--- config.mk ---
export PLATFORM = sky130hd
export DESIGN_NAME = vote_frame_rx
export DESIGN_NICKNAME = d
export VERILOG_FILES = /design/src/rtl/vote_frame_rx.sv
export SDC_FILE = /design/constraint.sdc
export NUM_CORES = 1
export LEC_CHECK = 0
export CAP_MARGIN = 15
export CORE_UTILIZATION = 51
export DETAILED_ROUTE_END_ITERATION = 10
export GPL_ROUTABILITY_DRIVEN = 1
export PLACE_DENSITY_LB_ADDON = 0.15
export SLEW_MARGIN = 20
export SYNTH_ARGS = -nofsm -noshare
export SYNTH_HDL_FRONTEND = slang
export SYNTH_SLANG_ARGS = --single-unit
--- constraint.sdc ---
create_clock -name clk -period 1.8 [get_ports clk]
set_clock_uncertainty 0.1 [all_clocks]
set_input_delay 0.18 -clock clk [delete_from_list [all_inputs] [get_ports clk]]
set_output_delay 0.18 -clock clk [all_outputs]
set_load 0.01 [all_outputs]
--- src/rtl/vote_frame_rx.sv ---
// vote_frame_rx: start/stop serial frame receiver with a one-entry valid/ready holding register
module vote_frame_rx #(
  parameter int DATA_BITS = 8,
  parameter int CNT_W = 16
) (
  input  logic                 clk,
  input  logic                 rst,
  input  logic                 q_in,
  output logic [DATA_BITS-1:0] data_out,
  output logic                 data_valid,
  input  logic                 data_ready,
  output logic                 frame_err,
  output logic                 overrun,
  output logic [CNT_W-1:0]     byte_count
);
  localparam int IW = DATA_BITS > 1 ? $clog2(DATA_BITS) : 1;
  localparam logic [1:0] IDLE = 2'd0, DATA = 2'd1, STOP = 2'd2, BRK = 2'd3;
  logic [1:0] r_state, w_next;
  logic [IW-1:0] r_idx;
  logic [DATA_BITS-1:0] r_shift, r_data;
  logic r_valid, r_ferr, r_ovr;
  logic [CNT_W-1:0] r_cnt;
  logic w_last, w_good, w_load;
  always_comb begin
    w_last = r_idx == IW'(DATA_BITS - 1);
    w_good = r_state == STOP && q_in;
    w_load = w_good && (!r_valid || data_ready);
    w_next = r_state == IDLE ? (q_in ? IDLE : DATA) :
             r_state == DATA ? (w_last ? STOP : DATA) :
             r_state == STOP ? (q_in ? IDLE : BRK) :
             (q_in ? IDLE : BRK);
  end
  always_ff @(posedge clk) begin
    if (rst) begin
      r_state <= IDLE;
      r_idx   <= '0;
      r_shift <= '0;
      r_data  <= '0;
      r_valid <= 1'b0;
      r_ferr  <= 1'b0;
      r_ovr   <= 1'b0;
      r_cnt   <= '0;
    end else begin
      r_state <= w_next;
      r_idx   <= (r_state == DATA && !w_last) ? r_idx + 1'b1 : '0;
      if (r_state == DATA) r_shift[r_idx] <= q_in;
      r_ferr  <= r_state == STOP && !q_in;
      if (w_load) r_data <= r_shift;
      // a load in the same cycle as an accept keeps the register full
      r_valid <= w_load || (r_valid && !data_ready);
      if (w_good && !w_load) r_ovr <= 1'b1;
      if (r_valid && data_ready) r_cnt <= r_cnt + 1'b1;
    end
  end
  assign data_out   = r_data;
  assign data_valid = r_valid;
  assign frame_err  = r_ferr;
  assign overrun    = r_ovr;
  assign byte_count = r_cnt;
endmodule

# Word-level counts from Yosys, hierarchy flattened
# Cells that the tools add are included.
# Widths: inputs -> output; s select.
# totals
ff_bits,40
input_bits,4
# op_classes
add_sub_neg,2
n_lt_le_gt_ge,2
eq_ne,3
mux,8
n_bitwise,1
n_reduce_logical,17
# ops
operator,count
$add 16x1->16 const B,1
$bwmux 8,1
$logic_and 1x1->1,8
$mux 2,4
$logic_not 1->1,5
$lt 3x4->1 const B,1
$add 3x1->3 const B,1
$demux 1 s3,1
$eq 3x3->1 const B,1
$ge 3x1->1 const B,1
$eq 2x1->1 const B,1
$eq 2x2->1 const B,1
$logic_not 2->1,1
$logic_or 1x1->1,2
$mux 1,2
$reduce_or 2->1,1
$not 1->1,1

# Longest topological paths before layout
# Gate-level depths: netlist of the first run.
# logic_depth
depth_word,5
depth_mapped,5
ltp_nobuf,5

# Worst setup path before layout of the first run
# Ideal clock, no wire load.
# synth_timing
path_kind,register -> register
start,register r_cnt[4] (netlist: byte_count[4])
end,register r_cnt[15] (netlist: byte_count[15])
t_arrival_ns,1.303
required_time_ns,1.577
setup_slack_ns,0.274
stages_incl_launch_ff,5
n_path_buf,0
synth_period_minus_slack_ns,1.526
cell_sequence,dfxtp_1 > nand4_4 > nor3_4 > nand4_1 > mux2_1
# synth_between
elab_chain_cells,1
# synth_lines
element,line_no,text
"start, declared",22,logic [CNT_W-1:0] r_cnt;
"start signal, assigned",52,if (r_valid && data_ready) r_cnt <= r_cnt + 1'b1;
$add 16x1->16,52,
# No other way between the ends.
# A chain may end at the register's enable or synchronous reset.

# Worst setup path in the final report of the first run
# layout_timing
start,register r_cnt[3] (netlist: byte_count[3])
end,output port byte_count[3]
# layout_lines
element,line_no,text
"end, declared",14,output logic [CNT_W-1:0] byte_count
# No word-level cell between the ends.

==> results of run 1 <==
## cells in the mapped netlist, types with 2 or more instances
cell and count:
sky130_fd_sc_hd__ha_1 4, sky130_fd_sc_hd__nand3b_1 4, sky130_fd_sc_hd__nor2_1 33, sky130_fd_sc_hd__xor2_1 4, sky130_fd_sc_hd__dfxtp_1 40, sky130_fd_sc_hd__nand2_1 4, sky130_fd_sc_hd__mux2i_1 16, sky130_fd_sc_hd__nor3_1 6
sky130_fd_sc_hd__xnor2_1 8, sky130_fd_sc_hd__inv_1 3, sky130_fd_sc_hd__and3_1 2, sky130_fd_sc_hd__nor3b_1 3, sky130_fd_sc_hd__nand4_1 5, sky130_fd_sc_hd__nand3_1 6, sky130_fd_sc_hd__nor2b_1 4, sky130_fd_sc_hd__nor4_1 4
sky130_fd_sc_hd__nand2b_1 2, sky130_fd_sc_hd__clkbuf_1 2, sky130_fd_sc_hd__buf_1 3, sky130_fd_sc_hd__a21oi_1 5
## cell families (layout without fill, tap and decap cells)
logic type               after synthesis  count (layout)  share of synthesized area [%]
AND/OR/NAND/NOR                       82              82                           27.2
adder cells (fa/ha/maj)                4               4                           2.99
multiplexers                          17              17                           10.2
XOR/XNOR                              12              12                           6.28
flip-flops                            40              40                           47.9
buffers and inverters                  9              48                           2.09
AO/OA/AOI/OAI                          9               9                           3.37
## flip-flops by register name, summed over array words and instances (netlist names)
| register | flops |
|---|---|
| byte_count | 16 |
| data_out | 8 |
| r_shift | 8 |
| r_idx | 3 |
| r_state | 2 |
| data_valid | 1 |
| frame_err | 1 |
| overrun | 1 |
## cell usage in the layout (no fill, tap or decap), types with 2 or more instances in the layout
cell                              instances
sky130_fd_sc_hd__dfxtp_1                 40
sky130_fd_sc_hd__nor2_1                  33
sky130_fd_sc_hd__clkdlybuf4s50_1         30
sky130_fd_sc_hd__mux2i_1                 16
sky130_fd_sc_hd__xnor2_1                  8
sky130_fd_sc_hd__buf_4                    7
sky130_fd_sc_hd__nand3_1                  6
sky130_fd_sc_hd__nor3_1                   6
sky130_fd_sc_hd__nand4_1                  5
sky130_fd_sc_hd__a21oi_1                  5
sky130_fd_sc_hd__clkbuf_4                 5
sky130_fd_sc_hd__nor4_1                   4
sky130_fd_sc_hd__nand2_1                  4
sky130_fd_sc_hd__xor2_1                   4
sky130_fd_sc_hd__nor2b_1                  4
sky130_fd_sc_hd__nand3b_1                 4
sky130_fd_sc_hd__ha_1                     4
sky130_fd_sc_hd__inv_1                    3
sky130_fd_sc_hd__nor3b_1                  3
sky130_fd_sc_hd__and3_1                   2
sky130_fd_sc_hd__nand2b_1                 2
## worst min-delay path, delay by kind of cell (launching register included)
family / cells / cell delay [ps]
flops: 1 / 340
mux: 1 / 60
simple gates: 1 / 70
## worst paths after layout
check	startpoint	endpoint	slack (ps)	cells after the start
setup reg to reg	byte_count[0]	byte_count[14]	180	5
hold / removal	data_out[6]	data_out[6]	400	2
setup / recovery	byte_count[3]	byte_count[3]	120	2
hold reg to reg	data_out[6]	data_out[6]	400	2
## routing by layer
| layer | routed length [um] | share of wire (%) | up-vias | track usage (%) |
|---|---|---|---|---|
| met5 | 0 | 0 | - | 0 |
| met4 | 40 | 1.2 | 0 | 10.5 |
| met3 | 130 | 4.0 | 5 | 6.55 |
| met2 | 1490 | 46 | 23 | 34.0 |
| met1 | 1560 | 48 | 620 | 26.1 |
| li1 | - | - | 673 | - |
## metrics by stage
step / hold slack [ps] / utilization (%) / instances / worst slack (ps) / total power [mW]
6_report: 400 / 69.0 / 256 / 118 / 1.36
5_1_grt: 442 / 69.0 / 256 / 44.6 / 1.42
4_1_cts: 408 / 69.0 / 256 / 108 / 1.37
3_5_place_dp: 382 / 67.5 / 249 / 20.2 / 0.972
3_3_place_gp: 374 / 67.5 / 249 / 60.8 / 0.970
2_1_floorplan: 240 / - / 173 / 274 / 0.945
## layout make-up
cell class              instances  share of cell area [%]
well taps                      44                    2.59
multi-input cells             124                    39.4
clock buffers                   6                    1.94
repair buffers                 38                    17.6
inverters                       3                   0.530
flip-flops and latches         40                    37.7
clock inverters                 1                   0.236
## power groups by stage
stage | clock network [mW] | logic (mW) | registers [mW]
finish | 0.412 | 0.0566 | 0.896
global route | 0.463 | 0.0617 | 0.897
CTS | 0.423 | 0.0560 | 0.896
detailed placement | 0 | 0.0558 | 0.916
global placement | 0 | 0.0544 | 0.916
floorplan | 0 | 0.0312 | 0.914
==> reports/results.txt, run 1 <==
The flow ran to the end, and the final reports show no timing, DRC or antenna violations. After clock tree synthesis, the setup repair step added 0 buffers. Number of register bits inferred by synthesis: 40. For this design, the slowest cell found on the critical path is sky130_fd_sc_hd__clkdlybuf4s50_1.

The clock net in this run drives a total of 40 sinks. The run gives 2120 um^2 as the final instance area. Global routing finished with a remaining overflow of 0.

The top-level port count is 31, and the final max-slew violation count is 0. The later pin in the worst-skew pair is clocked with a latency of 340 ps. Entering global routing, the biggest net connects 32 pins. For the count of endpoints failing setup in the final report, the log shows 0. sky130_fd_sc_hd__dfxtp_1 takes more of the synthesized area than any other cell. The first global-routing pass estimated 5540 um of wire. In the final routed layout, each cell accounts on average for 12.6 um. The run gives 1400 ps as the arrival time at the worst endpoint. Setup repair after global routing left no endpoint under its margin. The longest individual stage delay on the worst path works out to 530 ps. For the pin with the worst max-slew slack, the measured transition is 380 ps.

After filler insertion, the fill cell instance count of the layout stands at 271. The number of cells upsized or downsized after cts came out at 0. STA puts the critical path data required time at 1520 ps.

The run gives 47.9% as the sequential share of the synthesized area. The critical path is of the flop to primary output type. The tools report the total routed wirelength as 3220 um. Of the post-synthesis cell area, the dominant cell type holds 47.9%.

Summing all placed instances gives a cell area of 2080 um^2. Global routing used 21.4% of the available tracks. In this run the cell area of the synthesized design comes to 1670 um^2. The clock network power share was 30.2%; the area added between synthesis and finish was 26.9%. The first routing iteration left 78 violations. For the layout net count, the log shows 220. The tools report the via count as 1321. The placement row count came out at 20. The logs give 0 for the number of hold buffers added after CTS and 837 um^2 for the footprint of the multi-input gates. The highest clock frequency the design can meet was 595 MHz.

In this run the deepest clock path goes through 2 buffers. The run gives 54.3% as the initial cell density of the core. The cell sitting at the root of the clock tree is a sky130_fd_sc_hd__clkbuf_4.

The number of buffer and inverter instances along the worst setup path was 2. In the final layout, flip-flops and latches occupy 801 um^2. The floorplan step defined a core boundary enclosing 3080 um^2. The worst path uses 93.4% of the clock period.

Clock-pin slew was measured on the worst setup and hold paths at 100 ps. The first detailed-routing pass took 4 iterations. The worst setup path is captured at a primary output.

The final weighted congestion of routability-driven global placement is 0.788, and the number of hold violations in the final report is 0. The internal cell power is 1.06 mW. STA classifies the critical path startpoint as a flop.

Total clock buffers created by CTS: 5. The mean number of vias per cell came out at 5.16. Setup total negative slack on the finished layout was measured at 0 ps. After technology mapping, the gate count stands at 173.

Number of enable-type register cells in the synthesized netlist: 0. The number of different library cells used by synthesis comes to 35. The share of post-route cells with drive strength above 1 was 10.4%; the via count of the first global-routing pass was 1319.

By area the synthesized netlist is led by sky130_fd_sc_hd__dfxtp_1 (48%), sky130_fd_sc_hd__mux2i_1 (9.6%), sky130_fd_sc_hd__nor2_1 (7.4%), sky130_fd_sc_hd__xnor2_1 (4.2%), sky130_fd_sc_hd__ha_1 (3.0%). The H-tree was split into 2 levels. The number of warnings issued by yosys is 0. The tools report the net load switching power as 305 uW. The type of the tightest min-delay check is flop to flop. TritonCTS built the clock tree. The leakage power was 0.794 nW; the number of inserted diodes was 0. The synthesized area per cell is 9.67 um^2. The critical path goes through buf_4 > clkdlybuf4s50_1. The logs give 74.6% for the tightest slew margin relative to the limit and 0 for the number of maximum-capacitance constraint violations. The shortest period the worst path allows was 1680 ps. The tools report the number of remaining DRC errors as 0. The die outline width was 59.3 um. Of all nets on the critical path, the largest fanout is 6. The logs give 65.7% for the sequential fraction of design power and 3510 um^2 for the die area. The tools report the number of nets in the synthesized netlist as 181.

Leading register cell type out of synthesis: sky130_fd_sc_hd__dfxtp_1. Input and output buffers added on the ports amount to 30. In this run the remaining antenna-violating nets after routing total 0.

In this run the vertical extent of the chip is 59.3 um. The switching portion of total power came out at 22.3%. The tools report the maximum VDD drop as 0.000419 V.

In this design, the largest share of critical-path delay is due to buffers and inverters. For this design the ratio of total power to cell area is 642 nW/um^2. After synthesis, the share of flip-flops with an asynchronous set or reset is 0%.

The tools report the number of antenna violations at the first check in global routing as 0. The HPWL after detailed placement is 2280 um. The run gives 4.1% as the portion of total power attributed to combinational logic.
(Power assumes the default switching activity.)
==> run 2: changes to the inputs <==
--- a/config.mk
+++ b/config.mk
@@ -6,6 +6,7 @@
 export NUM_CORES = 1
 export LEC_CHECK = 0
 export CAP_MARGIN = 15
+export CORE_MARGIN = 8
 export CORE_UTILIZATION = 51
 export DETAILED_ROUTE_END_ITERATION = 10
 export GPL_ROUTABILITY_DRIVEN = 1
==> run 2 against run 1 <==
  * Worst setup slack worse by 4.4 ps
  * Count of clock-buffer cells in the layout up 1
  * Die area grew 53%
  * Power up 17%
==> reports/results.txt, run 2 (synthesis gave the netlist of run 1 again) <==
The flow ran to the end, and the final reports show no timing, DRC or antenna violations. The die outline height works out to 73.3 um (+24%). The tools report the maximum VDD drop as 0.000601 V (+44%). The endpoint identified for the worst register-to-register timing path is byte_count[14].

The logs give 0 (unchanged) for the number of hold violations in the final report and 1297 (-1.7%) for the via count of the first global-routing pass. The worst slack after detailed placement is 29.0 ps (+8.83 ps). The logs give 593 MHz (-0.26%) for the highest clock frequency the design can meet and 40 (unchanged) for the clock sink count. The clock network power share is 40.7% (+11 points), and the latest clock arrival within the worst-skew pair is 340 ps (about the same). The top-level port count is 31 (unchanged), and the number of buffer and inverter instances along the worst setup path is 1 (-1). The area occupied by registers is 801 um^2 (unchanged). The longest individual stage delay on the worst path is 590 ps (+60 ps), and the initial cell density of the core is 54.3% (unchanged). For the net load switching power, the log shows 319 uW (+4.6%). The signal on the critical path passes through clkdlybuf4s50_1. The type of the setup path with the least slack was flop to primary output. The post-route fraction of the period consumed by the critical path is 93.7% (+0.25 points). The run gives 0 (unchanged) as the number of maximum-capacitance constraint violations. The power density relative to cell area works out to 739 nW/um^2 (+15%). For the internal cell power, the log shows 1.28 mW (+21%). The maximum fanout along the worst path is 7 (+1). Setup repair after global routing left no endpoint under its margin.

The layout net count is 221 (+0.45%). The critical path starts at byte_count[3]. The mean number of vias per cell was 5.17 (+0.20%); the die area was 5370 um^2 (+53%).

The number of hold buffers added after CTS is 0 (unchanged). The clock edge transition at the registers on the reported setup and hold paths was 110 ps (about the same); the number of flip-flops in the largest register was 16 (unchanged). The launch instance of the worst register-to-register path was byte_count[0]. The number of antenna violations at the first check in global routing was 0 (unchanged); the number of buffers added on ports was 30 (unchanged). Final worst setup slack: 114 ps (-4.44 ps). The type of the tightest min-delay check was flop to flop.

The run gives 150 ps (-30 ps) as the worst-case register-to-register setup slack. For the final weighted congestion of routability-driven global placement, the log shows 0.796 (+1.1%). The library cells used most frequently in the layout, excluding fill and tap cells, are sky130_fd_sc_hd__dfxtp_1 (40), sky130_fd_sc_hd__nor2_1 (33), sky130_fd_sc_hd__clkdlybuf4s50_1 (30), sky130_fd_sc_hd__mux2i_1 (16), sky130_fd_sc_hd__buf_4 (9). The logs give 1520 ps (about the same) for the required arrival time at the worst endpoint and 0 (unchanged) for the number of routed nets with antenna violations. The logs give 20 (unchanged) for the placement row count and 0 (unchanged) for the remaining global-route overflow.

The worst reg2reg path depth was 5 (unchanged). The count of endpoints failing setup in the final report was 0 (unchanged); the post-CTS setup repair buffer count was 0 (unchanged). The logs give 21 (-34%) for the pin count of the biggest net entering global routing and 13.4% (-8.0 points) for the total global-route track usage.

The sequential fraction of design power was 55.9% (-9.8 points); the die outline width was 73.3 um (+24%). The total routed wirelength came out at 3340 um (+3.7%). The HPWL after detailed placement was 2480 um (+9.1%). The slowest stage of the critical path belongs to the cell sky130_fd_sc_hd__clkdlybuf4s50_1.

The count of routing violations after the opening detailed-route iteration was 68 (-13%); the number of detailed-routing iterations run before antenna repair was 4 (unchanged). Final max-slew violation count: 0 (unchanged). The run gives 2 (unchanged) as the H-tree depth.

For the worst hold margin, the log shows 406 ps (+6.26 ps). The logs give 3080 um^2 (unchanged) for the area inside the core boundary and 3.4% (-0.7 points) for the portion of total power attributed to combinational logic. The share of post-route cells with drive strength above 1 came out at 11.7% (+1.3 points).

STA classifies the critical path startpoint as a flop. The area growth from synthesis to layout is 29.5%. The largest buffer count on any clock path was 2 (unchanged); the tightest slew margin relative to the limit was 74.8% (+0.18 points). Setup TNS: 0 ps (unchanged).

The run gives 0.816 nW (+2.8%) as the leakage power. The footprint of the multi-input gates is 837 um^2 (unchanged), and the measured slew at the worst slew-check pin is 377 ps (-2.73 ps). The number of remaining DRC errors is 0 (unchanged). The count of cell instances traversed by the critical path was 1 (-1); the switching portion of total power was 19.9% (-2.4 points).

The first-pass GRT wire length was 5680 um (+2.5%). The most critical setup path has its endpoint at byte_count[3]. The commonest non-fill, non-tap cell in the layout is sky130_fd_sc_hd__dfxtp_1.

TritonCTS built the clock tree. For the number of cells upsized or downsized after cts, the log shows 0 (unchanged). The shortest period the worst path allows is 1690 ps (+4.45 ps), and the arrival time at the worst endpoint is 1410 ps (about the same). The tools report the number of inserted diodes as 0 (unchanged). Average wire length per cell after detail routing: 12.9 um (+2.9%).

The tools report the via count as 1334 (+0.98%). Clock root buffer master: sky130_fd_sc_hd__clkbuf_4. The number of filler cells placed in the layout was 266 (-1.8%). The endpoint kind of the worst setup timing path is a primary output. The run gives 70.4% (+1.4 points) as the share of the core filled with cells.

The kind of cell adding the most delay to the critical path is buffers and inverters. Total clock buffers created by CTS: 5 (unchanged).
-- run 2: cell count changes in the layout (fill, tap and decap cells not counted), sizes merged --
cell    before  now
buf          8    9
bufinv       0    1
clkinv       1    0
clkbuf       6    7
-- run 2: worst min path at each step --
| stage | from | to | cells past startpoint |
|---|---|---|---|
| after floorplan | data_ready | byte_count[1] | 2 |
| after global placement | r_shift[7] | data_out[7] | 2 |
| after detailed placement | r_shift[2] | data_out[2] | 2 |
| after CTS | byte_count[1] | byte_count[1] | 2 |
| after global routing | r_shift[0] | r_shift[0] | 2 |
| final | data_out[6] | data_out[6] | 2 |
-- run 2: power groups by stage --
stage               Combinational [mW]  Sequential, mW  Clock (mW)
global route                    0.0591           0.897       0.705
floorplan                       0.0312           0.914           0
detailed placement              0.0543           0.916           0
finish                          0.0541           0.896       0.652
global placement                0.0530           0.916           0
CTS                             0.0545           0.896       0.670
-- run 2: stage by stage --
stage | cells | power, mW | cell area [um^2]
6_report | 258 | 1.60 | 2170
5_1_grt | 258 | 1.66 | 2170
4_1_cts | 258 | 1.62 | 2170
3_5_place_dp | 250 | 0.970 | 2070
3_3_place_gp | 250 | 0.969 | 2070
2_1_floorplan | 173 | 0.945 | 1670
-- run 2: layout make-up --
| type | instances | area share [%] |
|---|---|---|
| multi-input combinational | 124 | 38.6 |
| sequential | 40 | 37.0 |
| timing repair buffer | 39 | 17.0 |
| clock buffer | 7 | 3.00 |
| tap | 44 | 2.54 |
| clock inverter | 1 | 1.39 |
| inverter | 3 | 0.520 |
-- run 2: layer usage --
layer	global-route usage (%)	vias up	share of wire, %
met3	4.22	9	6.0
met2	21.9	28	46
met4	7.78	0	2.2
li1	-	677	-
met5	0	-	0
met1	14.8	620	46
==> run 3: changes to the inputs <==
--- a/config.mk
+++ b/config.mk
@@ -5,6 +5,7 @@
 export SDC_FILE = /design/constraint.sdc
 export NUM_CORES = 1
 export LEC_CHECK = 0
+export ABC_CLOCK_PERIOD_IN_PS = 1800
 export CAP_MARGIN = 15
 export CORE_MARGIN = 8
 export CORE_UTILIZATION = 51
==> results of run 3 <==
The final DEF is identical to that of run 2; final timing and power are the same.
